File: config.mk
export PLATFORM = sky130hd
export DESIGN_NAME = param_unlock_ctrl
export DESIGN_NICKNAME = d
export VERILOG_FILES = /design/src/rtl/unlock_pkg.sv /design/src/rtl/unlock_lockout_timer.sv /design/src/rtl/param_unlock_ctrl.sv
export SDC_FILE = /design/constraint.sdc
export NUM_CORES = 1
export LEC_CHECK = 0
export CAP_MARGIN = 0
export CORE_ASPECT_RATIO = 0.75
export CORE_MARGIN = 2
export CORE_UTILIZATION = 25
export CTS_BUF_LIST = sky130_fd_sc_hd__clkbuf_4 sky130_fd_sc_hd__clkbuf_8
export CTS_CLUSTER_SIZE = 16
export DETAILED_ROUTE_END_ITERATION = 6
export PLACE_DENSITY = 0.53
export SLEW_MARGIN = 20
export SYNTH_ARGS = -nofsm -noshare
export SYNTH_HDL_FRONTEND = slang
export SYNTH_HIERARCHICAL = 1
export SYNTH_SLANG_ARGS = --single-unit
File: constraint.sdc
create_clock -name clk -period 2.8 [get_ports clk]
set_input_delay 0.42 -clock clk [delete_from_list [all_inputs] [get_ports clk]]
set_output_delay 0.42 -clock clk [all_outputs]
set_load 0.05 [all_outputs]
File: src/rtl/unlock_pkg.sv
`default_nettype none
// ============================================================================
// Module      : unlock_pkg
// Description : Shared state encoding and width helpers for the parametrised
//               serial unlock controller.
// Revision    : 1.0 - initial release
// ============================================================================
package unlock_pkg;

  // Controller states, explicitly 3 bits wide
  typedef enum logic [2:0] {
    COLLECT  = 3'd0,
    CHECK    = 3'd1,
    UNLOCKED = 3'd2,
    PROGRAM  = 3'd3,
    LOCKOUT  = 3'd4
  } state_e;

  // Bits needed to hold 0..n-1, never less than one bit
  function automatic int clog2_min1(input int n);
    return (n <= 2) ? 1 : $clog2(n);
  endfunction

endpackage
`default_nettype wire

File: src/rtl/unlock_lockout_timer.sv
`default_nettype none
// ============================================================================
// Module      : unlock_lockout_timer
// Description : Load/decrement counter timing the lockout window. done is high
//               whenever the count has reached zero.
// Revision    : 1.0 - initial release
// ============================================================================
module unlock_lockout_timer
  import unlock_pkg::*;
#(
  parameter int LOCKOUT_CYC = 16
) (
  input  logic clk,
  input  logic rst_n,
  input  logic load,
  input  logic dec,
  output logic done
);

  localparam int LOCK_W = clog2_min1(LOCKOUT_CYC);
  localparam logic [LOCK_W-1:0] c_load_val = LOCK_W'(LOCKOUT_CYC - 1);

  logic [LOCK_W-1:0] r_cnt;

  // Load the full window on entry, then count down to zero and hold there
  always_ff @(posedge clk or negedge rst_n) begin
    if (!rst_n) begin
      r_cnt <= '0;
    end else if (load) begin
      r_cnt <= c_load_val;
    end else if (dec && (r_cnt != '0)) begin
      r_cnt <= r_cnt - 1'b1;
    end
  end

  assign done = (r_cnt == '0);

endmodule
`default_nettype wire

File: src/rtl/param_unlock_ctrl.sv
`default_nettype none
// ============================================================================
// Module      : param_unlock_ctrl
// Description : Serial password unlock controller with configurable symbol
//               width and length, failed-attempt counting, timed lockout and
//               in-field password reprogramming while unlocked.
// Revision    : 1.0 - initial release
// ============================================================================
module param_unlock_ctrl
  import unlock_pkg::*;
#(
  parameter int SYM_W       = 4,
  parameter int PWD_LEN     = 4,
  parameter int MAX_TRIES   = 3,
  parameter int LOCKOUT_CYC = 16,
  parameter logic [SYM_W*PWD_LEN-1:0] RESET_PWD = 16'h1234
) (
  input  logic                           clk,
  input  logic                           rst_n,
  input  logic [SYM_W-1:0]               sym_data,
  input  logic                           sym_valid,
  output logic                           sym_ready,
  input  logic                           prog_en,
  input  logic                           relock,
  output logic                           unlock,
  output logic                           pwd_incorrect,
  output logic                           locked_out,
  output logic [$clog2(MAX_TRIES+1)-1:0] fail_cnt
);

  localparam int IDX_W  = clog2_min1(PWD_LEN);
  localparam int FAIL_W = $clog2(MAX_TRIES + 1);
  localparam logic [IDX_W-1:0]  c_last_idx = IDX_W'(PWD_LEN - 1);
  localparam logic [FAIL_W-1:0] c_max_fail = FAIL_W'(MAX_TRIES);

  state_e                        r_state;
  state_e                        w_next;
  logic [IDX_W-1:0]              r_idx;
  logic                          r_mis;
  logic [FAIL_W-1:0]             r_fail;
  logic [FAIL_W-1:0]             w_fail_inc;
  logic [PWD_LEN-1:0][SYM_W-1:0] r_pwd;
  logic [PWD_LEN-1:0][SYM_W-1:0] r_shadow;
  logic [PWD_LEN-1:0][SYM_W-1:0] w_shadow_next;
  logic                          w_accept;
  logic                          w_last;
  logic                          w_sym_diff;
  logic                          w_timer_load;
  logic                          w_timer_dec;
  logic                          w_timer_done;

  // Per-symbol helpers: compare against stored symbol, shadow with new symbol
  always_comb begin
    w_shadow_next        = r_shadow;
    w_shadow_next[r_idx] = sym_data;
    w_sym_diff           = (sym_data != r_pwd[r_idx]);
    w_last               = (r_idx == c_last_idx);
    w_fail_inc           = (r_fail == c_max_fail) ? r_fail : r_fail + 1'b1;
  end

  assign w_accept     = sym_valid && sym_ready;
  assign w_timer_load = (r_state == CHECK) && r_mis && (w_fail_inc == c_max_fail);
  assign w_timer_dec  = (r_state == LOCKOUT);
  assign fail_cnt     = r_fail;

  unlock_lockout_timer #(
    .LOCKOUT_CYC (LOCKOUT_CYC)
  ) u_timer (
    .clk   (clk),
    .rst_n (rst_n),
    .load  (w_timer_load),
    .dec   (w_timer_dec),
    .done  (w_timer_done)
  );

  // State register
  always_ff @(posedge clk or negedge rst_n) begin
    if (!rst_n) begin
      r_state <= COLLECT;
    end else begin
      r_state <= w_next;
    end
  end

  // Next-state and state-decoded outputs; relock always masks sym_ready so a
  // coincident symbol is dropped rather than half-processed
  always_comb begin
    w_next        = r_state;
    sym_ready     = 1'b0;
    unlock        = 1'b0;
    pwd_incorrect = 1'b0;
    locked_out    = 1'b0;
    case (r_state)
      COLLECT: begin
        sym_ready = 1'b1;
        if (sym_valid && w_last) w_next = CHECK;
      end
      CHECK: begin
        pwd_incorrect = r_mis;
        if (r_mis) w_next = (w_fail_inc == c_max_fail) ? LOCKOUT : COLLECT;
        else       w_next = UNLOCKED;
      end
      UNLOCKED: begin
        unlock    = 1'b1;
        sym_ready = prog_en && !relock;
        if (relock)                      w_next = COLLECT;
        else if (prog_en && sym_valid)   w_next = w_last ? UNLOCKED : PROGRAM;
      end
      PROGRAM: begin
        unlock    = 1'b1;
        sym_ready = !relock;
        if (relock)                  w_next = COLLECT;
        else if (sym_valid && w_last) w_next = UNLOCKED;
      end
      LOCKOUT: begin
        locked_out = 1'b1;
        if (w_timer_done) w_next = COLLECT;
      end
      default: w_next = COLLECT;
    endcase
  end

  // Datapath: symbol index, sticky mismatch, failure count and password store
  always_ff @(posedge clk or negedge rst_n) begin
    if (!rst_n) begin
      r_idx    <= '0;
      r_mis    <= 1'b0;
      r_fail   <= '0;
      r_pwd    <= RESET_PWD;
      r_shadow <= '0;
    end else begin
      case (r_state)
        COLLECT: begin
          if (w_accept) begin
            r_mis <= r_mis | w_sym_diff;
            r_idx <= w_last ? '0 : r_idx + 1'b1;
          end
        end
        CHECK: begin
          r_idx  <= '0;
          r_mis  <= 1'b0;
          r_fail <= r_mis ? w_fail_inc : '0;
        end
        UNLOCKED, PROGRAM: begin
          if (relock) begin
            r_idx <= '0;
          end else if (w_accept) begin
            r_shadow <= w_shadow_next;
            if (w_last) begin
              r_pwd <= w_shadow_next;
              r_idx <= '0;
            end else begin
              r_idx <= r_idx + 1'b1;
            end
          end
        end
        LOCKOUT: begin
          if (w_timer_done) r_fail <= '0;
        end
        default: ;
      endcase
    end
  end

endmodule
`default_nettype wire

=== After elaboration in Yosys (flattened, before gate mapping) ===
Index checks and enable logic that the tools add are counted.
Widths: inputs -> output; s select.

* Bits in registers: 44
* Bits of input ports: 9
* Output and inout port bits: 6
* Logic and storage cells: 86

* Add/subtract/negate cells: 3
* Magnitude comparators: 2
* Equality and inequality tests: 13
* Muxes and demuxes: 31
* Bitwise gates (word level): 2
* Reduce and logical (&&, ||, !) cells: 22

{| class="wikitable"
|+ Operators with widths
! cell !! number
|-
| $mux 3 || 8
|-
| $bwmux 16 || 1
|-
| $mux 4 || 4
|-
| $pmux 3 s5 || 1
|-
| $mux 2 || 6
|-
| $bmux 4 s2 || 1
|-
| $demux 4 s2 || 1
|-
| $logic_and 1x1->1 || 8
|-
| $reduce_and 4->1 || 2
|-
| $eq 2x2->1 const B || 3
|-
| $eq 3x2->1 const B || 2
|-
| $ne 2x2->1 const B || 3
|-
| $ne 3x3->1 const B || 2
|-
| $pmux 2 s3 || 1
|-
| $reduce_bool 2->1 || 3
|-
| $mux 1 || 5
|-
| $add 2x1->2 const B || 2
|-
| $logic_not 4->1 || 1
|-
| $ne 4x4->1 || 1
|-
| $pmux 2 s2 || 1
|-
| $reduce_and 2->1 || 2
|-
| $reduce_bool 4->1 || 1
|-
| $sub 4x1->4 const B || 1
|-
| $eq 3x1->1 const B || 1
|-
| 12 further kinds || 12
|}

=== Logic depth before layout (Yosys ltp) ===
Gate-level depths: netlist (run 1).

* Depth after elaboration: 7
* Depth in mapped cells: 7

=== Hierarchy ===
The synthesis (run 1) kept the hierarchy.

{| class="wikitable"
|+ By module, submodules not included
! module !! instances !! cells each !! area each (µm²)
|-
| param_unlock_ctrl || 1 || 168 || 1906.8
|-
| unlock_lockout_timer || 1 || 21 || 219.0
|}

=== Worst setup path after synthesis (run 1) ===
No wires, ideal clock.

* Path type: register to register
* From: reg r_state[1]
* To: reg u_timer.r_cnt[3]
* Setup time: 124 ps
* Arrival time: 2856 ps
* Data required time: 2676 ps
* Slack: -180 ps
* Stages on the path, launching flop included: 5
* Buffers on the path: 1
* Period minus slack after synthesis: 2980 ps
* Cell sequence: dfrtp_1 buf_2 nor3b_1 or4b_4 a211o_1

* Cells in the longest elaborated chain, start to end: 4
* Elaborated cells on any way between the ends: 7
* Those cells by class: eq/ne: 2; mux: 1; reduce/logical: 4

{| class="wikitable"
|+ Ends and longest elaborated chain
! element !! line !! source
|-
| start, declared || param_unlock_ctrl.sv:36 || <nowiki>state_e r_state;</nowiki>
|-
| start signal, assigned || param_unlock_ctrl.sv:81 || <nowiki>r_state <= w_next;</nowiki>
|-
| $eq 3x1->1 || param_unlock_ctrl.sv:62 || <nowiki>assign w_timer_load = (r_state == CHECK) && r_mis && (w_fail_inc == c_max_fail);</nowiki>
|-
| $logic_and 1x1->1 (2 in a row) || param_unlock_ctrl.sv:62 ||
|-
| $mux 4 / $reduce_bool 2->1 (equally long branches) || n/a ||
|-
| end signal, assigned || unlock_lockout_timer.sv:30 || <nowiki>r_cnt <= c_load_val;</nowiki>
|-
| end signal, assigned || unlock_lockout_timer.sv:32 || <nowiki>r_cnt <= r_cnt - 1'b1;</nowiki>
|-
| end, declared || unlock_lockout_timer.sv:23 || <nowiki>logic [LOCK_W-1:0] r_cnt;</nowiki>
|}

Parallel ways exist; a longest one is shown, timed or not.
A chain may end at the register's enable or synchronous reset.

=== Final worst setup path (run 1) ===
* From: reg r_state[2]
* To: out locked_out

* Cells in the longest elaborated chain, start to end: 2

{| class="wikitable"
|+ Ends and longest elaborated chain
! element !! line !! source
|-
| $eq 3x3->1 || param_unlock_ctrl.sv:93 || <nowiki>case (r_state)</nowiki>
|-
| $mux 1 || param_unlock_ctrl.sv:93 ||
|-
| end, declared || param_unlock_ctrl.sv:27 || <nowiki>output logic locked_out,</nowiki>
|}

No other way between the ends.

==> results of run 1 <==
==> synth_stat cells, types with 4 or more instances <==
| cell | instances | area, sq um |
|---|---|---|
| dfstp_2 | 5 | 131 |
| nand2_1 | 18 | 67.6 |
| mux4_2 | 4 | 90.1 |
| dfrtp_1 | 35 | 876 |
| clkbuf_1 | 6 | 22.5 |
| nor3b_1 | 4 | 30.0 |
| nor2_1 | 12 | 45.0 |
| inv_1 | 8 | 30.0 |
| mux2i_1 | 16 | 160 |
| mux2_2 | 14 | 158 |
| nor2b_1 | 5 | 31.3 |
| o21ai_0 | 14 | 70.1 |
| xor2_1 | 4 | 35.0 |
| ha_1 | 5 | 62.6 |
==> flip-flops by register name (all words and copies together), names as in the netlist <==
signal,flops
r_state,3
r_pwd,16
r_shadow,12
r_mis,1
u_timer/r_cnt,4
r_idx,2
fail_cnt,2
==> cell type report <==
| cell class | count | area [sq um] |
|---|---|---|
| clock buffers | 8 | 104 |
| fillers | 851 | 5890 |
| inverters | 8 | 30.0 |
| multi-input cells | 126 | 1010 |
| flip-flops and latches | 40 | 1010 |
| well taps | 108 | 135 |
| repair buffers | 17 | 165 |
==> critical path, delay by kind of cell (launching register included) <==
| family | cells | cell delay, ns |
|---|---|---|
| buf+inv | 1 | 0.83 |
| flops | 1 | 0.54 |
| simple gates | 1 | 0.25 |
==> per-stage QoR <==
stage	util, %	power, mW	hold WS [ns]	instances
after floorplan	-	1.67	0.124	189
after global placement	28.1	1.95	0.457	299
after detailed placement	28.1	1.95	0.471	299
after CTS	29.4	2.40	0.295	307
after global routing	29.4	2.55	0.329	307
final	29.4	2.37	0.268	307
==> layer usage <==
layer	vias to the layer above	GRT usage (%)
met4	0	2.39
met2	13	14.4
li1	675	-
met3	5	3.49
met5	-	0
met1	657	13.5
==> cell families after synthesis <==
group / share of synthesized area, %
buffers and inverters: 5.30
flip-flops: 47.4
XOR/XNOR: 1.65
adder cells (fa/ha/maj): 2.94
multiplexers: 21.3
AND/OR/NAND/NOR: 12.5
AO/OA/AOI/OAI: 8.89
==> path summary, 6_finish.rpt <==
path                            startpoint  cells after the start      endpoint
worst max-delay path            r_state[2]                      2    locked_out
min in group clk                  r_pwd[5]                      2      r_pwd[5]
worst min register to register    r_pwd[5]                      2      r_pwd[5]
worst min-delay path                 rst_n                      1  r_shadow[10]
worst max register to register    r_idx[0]                      4     r_pwd[14]
max in group asynchronous            rst_n                      1     r_pwd[13]
==> power groups by stage <==
stage          Sequential [mW]  Combinational [mW]  Clock (mW)
2_1_floorplan            0.899               0.770           0
3_3_place_gp             0.952               0.995           0
3_5_place_dp             0.954               0.998           0
4_1_cts                  0.941                1.00       0.456
5_1_grt                  0.976                1.09       0.481
6_report                 0.942               0.994       0.438
==> results.rst, run 1 <==
.. list-table::
   :header-rows: 1

   * - Metric
     - Value
   * - Outcome
     - finished clean
   * - Pre-antenna DRT Iters
     - 4
   * - Detailed route wirelength on metal3
     - between 100 and 150 um
   * - Yosys warning count
     - 6
   * - ANT cells
     - 0
   * - Critical Path Slowest Stage Cell
     - clkdlybuf4s50_1
   * - Number of antenna violations at the first check in global routing
     - 0
   * - Buffers inserted by post-CTS timing repair
     - 0
   * - Pwr per Cell Area
     - roughly 970 nW/um^2
   * - Final Max Slew Viols
     - 0
   * - Leakage
     - between 1 and 1.5 nW
   * - Nature of the critical path endpoint
     - output pin
   * - Distinct cell type count of the synthesized netlist
     - 37
   * - Worst supply voltage drop on vdd
     - ~0.00055 V
   * - Global router's overall resource usage
     - roughly a tenth
   * - Worst clock skew on the final layout
     - 0.00925 ns
   * - Avg Inst Size Synth
     - approximately 11 sq um
   * - Biggest cell delay along the critical path
     - 0.83 ns
   * - Global route total overflow
     - 0
   * - Share of flip-flops with an asynchronous set or reset
     - 100%
   * - Clock sink count
     - 40
   * - Routed length on met1
     - around 2.2 mm
   * - Sequence of cells on the critical path
     - nor3b_2, clkdlybuf4s50_1
   * - Effective utilization at floorplan
     - approximately a quarter
   * - Net Count, Synth
     - roughly 200
   * - Weighted congestion reported at the end of routability-driven placement
     - 0.742
   * - Die span in x
     - between 100 and 150 um
   * - Post-DR vias/cell
     - 4.40
   * - Worst min-delay path category
     - in -> async
   * - Fraction of layout cells with a size suffix above 1
     - 23.1%
   * - Portion of total power attributed to combinational logic
     - 41.9%
   * - Total setup violations reported at the end of the flow
     - 0
   * - Period utilisation layout
     - about 84%
   * - Most common cell after layout, fill and taps aside
     - dfrtp_1
   * - First-pass GRT wire length
     - 7.08 mm
   * - Hold-fix buffer count after cts
     - 0
   * - Clock share of power
     - a little under a fifth
   * - Number of synthesized register bits
     - 40
   * - Worst-Skew Late Latency
     - approximately 0.30 ns
   * - P_sw
     - roughly 900 uW
   * - I/O pin count
     - 15
   * - Core area
     - 8350 sq um
   * - Total Nets Final
     - about 210
   * - Switching share of power
     - between 30 and 40%
   * - Count of buffers inserted at the top-level ports
     - 14
   * - Worst reg-to-reg setup slack
     - roughly 0.60 ns
   * - Unrepaired setup endpoints after global routing
     - false
   * - DR DRC count
     - 0
   * - Total number of vias
     - around 1,400
   * - Drt wl/cell
     - around 14 um
   * - Layout area overhead
     - 15.4%
   * - Reported max-cap violation count
     - 0
   * - Relative slew margins
     - around 37%
   * - Signal arrival time at the worst endpoint
     - 1.92 ns
   * - Buffer cell driving the clock tree root
     - clkbuf_8
   * - Maximum number of pins on one net before global-route repair
     - a little over 40
   * - Top_reg_cell synth
     - dfrtp_1
   * - Clock Pin Slew Worst Setup and Hold Paths
     - roughly 0.080 ns
   * - Vertical extent of the die
     - 83.9 um
   * - Commonest cells after routing, fill and taps aside
     - 35 x dfrtp_1, 18 x nand2_1, 16 x mux2i_1
   * - Via count of the first global-routing pass
     - around 1,400
   * - Deepest level of the CTS H-tree
     - 2
   * - Total routed wirelength
     - 4.16 mm
   * - Startpoint Class
     - register
   * - Top routing layer used
     - met4
   * - Violation count after the first detailed-routing iteration
     - 70
   * - Fmax
     - about 0.43 GHz
   * - Placed Area
     - around 2300 sq um
   * - Final Hold Viols
     - 0
   * - Proportion of synthesized chip area in sequential cells
     - ~47%
   * - DP HPWL
     - about 2.8 mm
   * - Type of the setup path with the least slack
     - reg -> out
   * - Shortest period the worst path allows
     - approximately 2.3 ns
   * - Critical path data required time
     - between 2 and 2.5 ns
   * - Sequential share of power
     - ~40%
   * - Final critical-path setup slack
     - approximately 0.46 ns
   * - Remaining number of nets flagged by the antenna check after routing
     - 0
   * - Die footprint
     - 9260 sq um
   * - Number of synthesized flops with an enable pin
     - 0
   * - Internal power summed over all cells
     - between 1 and 1.5 mW
   * - Peak fanout along the critical path
     - 10
   * - Summed area of non-filler cells in the final layout
     - 2450 sq um
   * - Clock Path Buffers
     - 2
   * - Pre-CTS setup slack
     - approximately 0.57 ns
   * - Cell area after technology mapping
     - 2130 sq um
   * - Cts repair resizes
     - 0
   * - Post-Synthesis Cells
     - between 150 and 200
   * - TritonCTS clock tree
     - yes
   * - Routed met2 length
     - roughly 1.8 mm
   * - Number of placement rows
     - 29
   * - Slew at the pin closest to its max-slew limit
     - 0.944 ns
   * - Setup TNS Final
     - 0 ns
   * - Number of CTS-inserted buffers
     - 5
Power figures use the tool's default switching activity.
==> run 2, diff against run 1 <==
Settings changed: PLACE_DENSITY 0.53 to 0.54.
Clock period 2.8 ns to 1.9 ns, I/O delays scaled along.
==> run 2 against run 1 <==
  * Power grew 65%
  * Sequential power up 41%
  * Final cell count grew 9.1%
  * Via count up 7.9%
  * Die area did not move
  * Count of clock-buffer cells in the layout down 3
  * Final area is 13% higher
  * Worst setup slack got worse by 0.45 ns
  * Clock power rose by 58%
  * Global-route usage up 0.73 points
  * Register-to-register slack got worse by 0.59 ns
  * Worst hold slack worse by 0.23 ns
  * Critical path type is now reg -> reg
  * Critical endpoint is now r_mis
==> results.rst, run 2 (synthesis results as in run 1) <==
.. list-table::
   :header-rows: 1

   * - Metric
     - Value
   * - Relative slew margins
     - 66.5% (was 37.1%)
   * - Pre-antenna DRT Iters
     - 4 (unchanged)
   * - Met1 demand-to-capacity share in global routing
     - 14.8% (was 13.5%)
   * - Flip-flop count of the largest register, all copies and words added
     - 16 (unchanged)
   * - Period utilisation layout
     - 99.7%
   * - Die span in x
     - 110 um (unchanged)
   * - Setup TNS Final
     - 0 ns (unchanged)
   * - Reported max-cap violation count
     - 0 (unchanged)
   * - Buffer cell driving the clock tree root
     - clkbuf_8 (unchanged)
   * - Clock Pin Slew Worst Setup and Hold Paths
     - 0.08 ns (about the same)
   * - DR DRC count
     - 0 (unchanged)
   * - Maximum number of pins on one net before global-route repair
     - 41 (unchanged)
   * - Worst clock skew on the final layout
     - 0.00436 ns (was 0.00925 ns)
   * - Critical path data required time
     - 2.09 ns (was 2.38 ns)
   * - Met3 capacity usage during global routing
     - 2.54% (was 3.49%)
   * - Total setup violations reported at the end of the flow
     - 0 (unchanged)
   * - Hold-fix buffer count after cts
     - 0 (unchanged)
   * - I/O pin count
     - 15 (unchanged)
   * - Area used by multi-input combinational logic
     - 1060 sq um (was 1010 sq um)
   * - Number of antenna violations at the first check in global routing
     - 0 (unchanged)
   * - Number of CTS-inserted buffers
     - 5 (unchanged)
   * - FF-to-FF End
     - r_mis (was r_pwd[14])
   * - Final Hold Viols
     - 0 (unchanged)
   * - Drt wl/cell
     - 13.3 um (was 13.5 um)
   * - First-pass GRT wire length
     - 7.62 mm (was 7.08 mm)
   * - Leading registers by flop count
     - r_pwd (16), r_shadow (12), u_timer/r_cnt (4) (unchanged)
   * - GR met2 Demand/Resource
     - 15.3% (was 14.4%)
   * - Core area
     - 8350 sq um (unchanged)
   * - Total number of vias
     - 1,456 (was 1,350)
   * - Remaining number of nets flagged by the antenna check after routing
     - 0 (unchanged)
   * - Fill cells
     - 859 (was 851)
   * - Shortest period the worst path allows
     - 1.89 ns
   * - DP HPWL
     - 3.34 mm (was 2.77 mm)
   * - Global route total overflow
     - 0 (unchanged)
   * - Type of the setup path with the least slack
     - reg -> reg (was reg -> out)
   * - Startpoint Class
     - register (unchanged)
   * - Clock Path Buffers
     - 2 (unchanged)
   * - Placed Area
     - 2570 sq um (was 2350 sq um)
   * - Total routed wirelength
     - 4.47 mm (was 4.16 mm)
   * - Unrepaired setup endpoints after global routing
     - true (was false)
   * - Critical Path Slowest Stage Cell
     - mux4_2 (was clkdlybuf4s50_1)
   * - Die footprint
     - 9260 sq um (unchanged)
   * - TritonCTS clock tree
     - yes (unchanged)
   * - Deepest level of the CTS H-tree
     - 2 (unchanged)
   * - Overall power after layout
     - 3.92 mW (was 2.37 mW)
   * - Peak fanout along the critical path
     - 6 (was 10)
   * - Via count of the first global-routing pass
     - 1,512 (was 1,404)
   * - Post-DR vias/cell
     - 4.35 (was 4.40)
   * - Most common cell after layout, fill and taps aside
     - dfrtp_1 (unchanged)
   * - Biggest cell delay along the critical path
     - 0.51 ns (was 0.83 ns)
   * - Fraction of layout cells with a size suffix above 1
     - 37.4% (was 23.1%)
   * - Register with the highest flop count
     - r_pwd (unchanged)
   * - Pre-CTS setup slack
     - -0.116 ns (was 0.565 ns)
   * - Worst min-delay path category
     - in -> async (unchanged)
   * - Violation count after the first detailed-routing iteration
     - 58 (was 70)
   * - Hold Worst Slack
     - 0.0413 ns (was 0.268 ns)
   * - Weighted congestion reported at the end of routability-driven placement
     - 0.793 (was 0.742)
   * - Combined buffer and inverter count along the critical path
     - 2 (was 1)
   * - Outcome
     - finished clean (unchanged)
   * - Nature of the critical path endpoint
     - register (was output pin)
   * - ANT cells
     - 0 (unchanged)
   * - Pwr per Cell Area
     - 1410 nW/um^2 (was 968 nW/um^2)
   * - Footprint of the flip-flops and latches
     - 1010 sq um (about the same)
   * - Vertical extent of the die
     - 83.9 um (unchanged)
   * - Slew at the pin closest to its max-slew limit
     - 0.501 ns (was 0.944 ns)
   * - Total Nets Final
     - 240 (was 212)
   * - Number of placement rows
     - 29 (unchanged)
   * - Final Max Slew Viols
     - 0 (unchanged)
   * - Summed area of non-filler cells in the final layout
     - 2780 sq um (was 2450 sq um)
   * - Worst reg2reg path startpoint
     - r_idx[0] (unchanged)
   * - Effective utilization at floorplan
     - 25.5% (unchanged)
   * - Fmax
     - approximately 0.53 GHz
   * - Worst-Skew Late Latency
     - 0.29 ns (was 0.30 ns)
   * - Signal arrival time at the worst endpoint
     - 2.08 ns (was 1.92 ns)
   * - Worst path top cell family by delay
     - multiplexers (was buffers and inverters)
   * - R2R cell count
     - 6 (was 4)
   * - Most used routing layer
     - met2 (unchanged)
   * - Final critical-path setup slack
     - 0.00514 ns (was 0.457 ns)
   * - Worst supply voltage drop on vdd
     - 0.000433 V (was 0.000550 V)
   * - Layout area overhead
     - 30.5% (was 15.4%)
   * - Clock sink count
     - 40 (unchanged)
   * - Leakage
     - 1.23 nW (was 1.06 nW)
   * - Worst reg-to-reg setup slack
     - 0.005 ns (was 0.60 ns)
   * - Commonest cells after routing, fill and taps aside
     - 33 x dfrtp_1, 30 x buf_4, 18 x nand2_1 (was 35 x dfrtp_1, 18 x nand2_1, 16 x mux2i_1)
   * - Sequence of cells on the critical path
     - buf_6, mux4_2, xor2_2, o41ai_2, buf_4, o21ai_2 (was nor3b_2, clkdlybuf4s50_1)
   * - Global router's overall resource usage
     - 10.4% (was 9.71%)
   * - Count of buffers inserted at the top-level ports
     - 14 (unchanged)
==> run 2: cell types whose count changed in the layout (fill, tap and decap cells not counted), sizes merged <==
cell	change
dlymetal6s2s	+1
clkinvlp	+1
clkinv	+1
clkbuf	-3
buf	+31
bufinv	+1
clkdlybuf4s50	-4
==> run 2: area by class of cell <==
| type | instances | area share [%] |
|---|---|---|
| inverters | 8 | 1.08 |
| repair buffers | 45 | 15.3 |
| clock buffers | 5 | 2.48 |
| clock inverters | 3 | 1.53 |
| well taps | 108 | 4.87 |
| multi-input cells | 126 | 38.4 |
| flip-flops and latches | 40 | 36.4 |
==> run 2: what timing repair did <==
item                       CTS  global route
setup endpoints to repair   16            10
buffers inserted             0             6
resized for setup            4             8
pin swaps                    0             2
hold endpoints to repair     0             0
==> run 2: per-stage QoR <==
stage / utilization, % / std cells
3_5_place_dp: 30.8 / 321
6_report: 33.3 / 335
3_3_place_gp: 30.8 / 321
5_1_grt: 33.3 / 335
4_1_cts: 32.3 / 329
2_1_floorplan: - / 189
==> run 2: power by group <==
group	total, mW	leakage, nW	switching (mW)	internal [mW]
registers	1.33	0.493	0.211	1.12
logic	1.90	0.681	0.913	0.991
clock network	0.690	0.0541	0.301	0.388
==> run 2: worst max-delay path by stage <==
stage	start	to	slack, ns	depth (start not counted)
after global placement	r_idx[0]	r_mis	-0.12	5
after global routing	r_idx[0]	r_mis	-0.05	6
after CTS	r_idx[0]	r_mis	0.03	5
final	r_idx[0]	r_mis	0.005	6
after floorplan	r_state[1]	u_timer/r_cnt[3]	-0.20	4
after detailed placement	r_idx[0]	r_mis	-0.12	5
==> run 2: routing by layer <==
metal,part of all wire [%],vias to the layer above
li1,-,727
met1,52,705
met2,43,18
met3,3.4,6
met4,1.8,0
met5,0,-
==> run 3, diff against run 2 <==
Settings changed: CAP_MARGIN 0 to 20, SLEW_MARGIN 20 to unset.
==> results of run 3 <==
The final DEF is identical to that of run 2; final timing and power are the same.
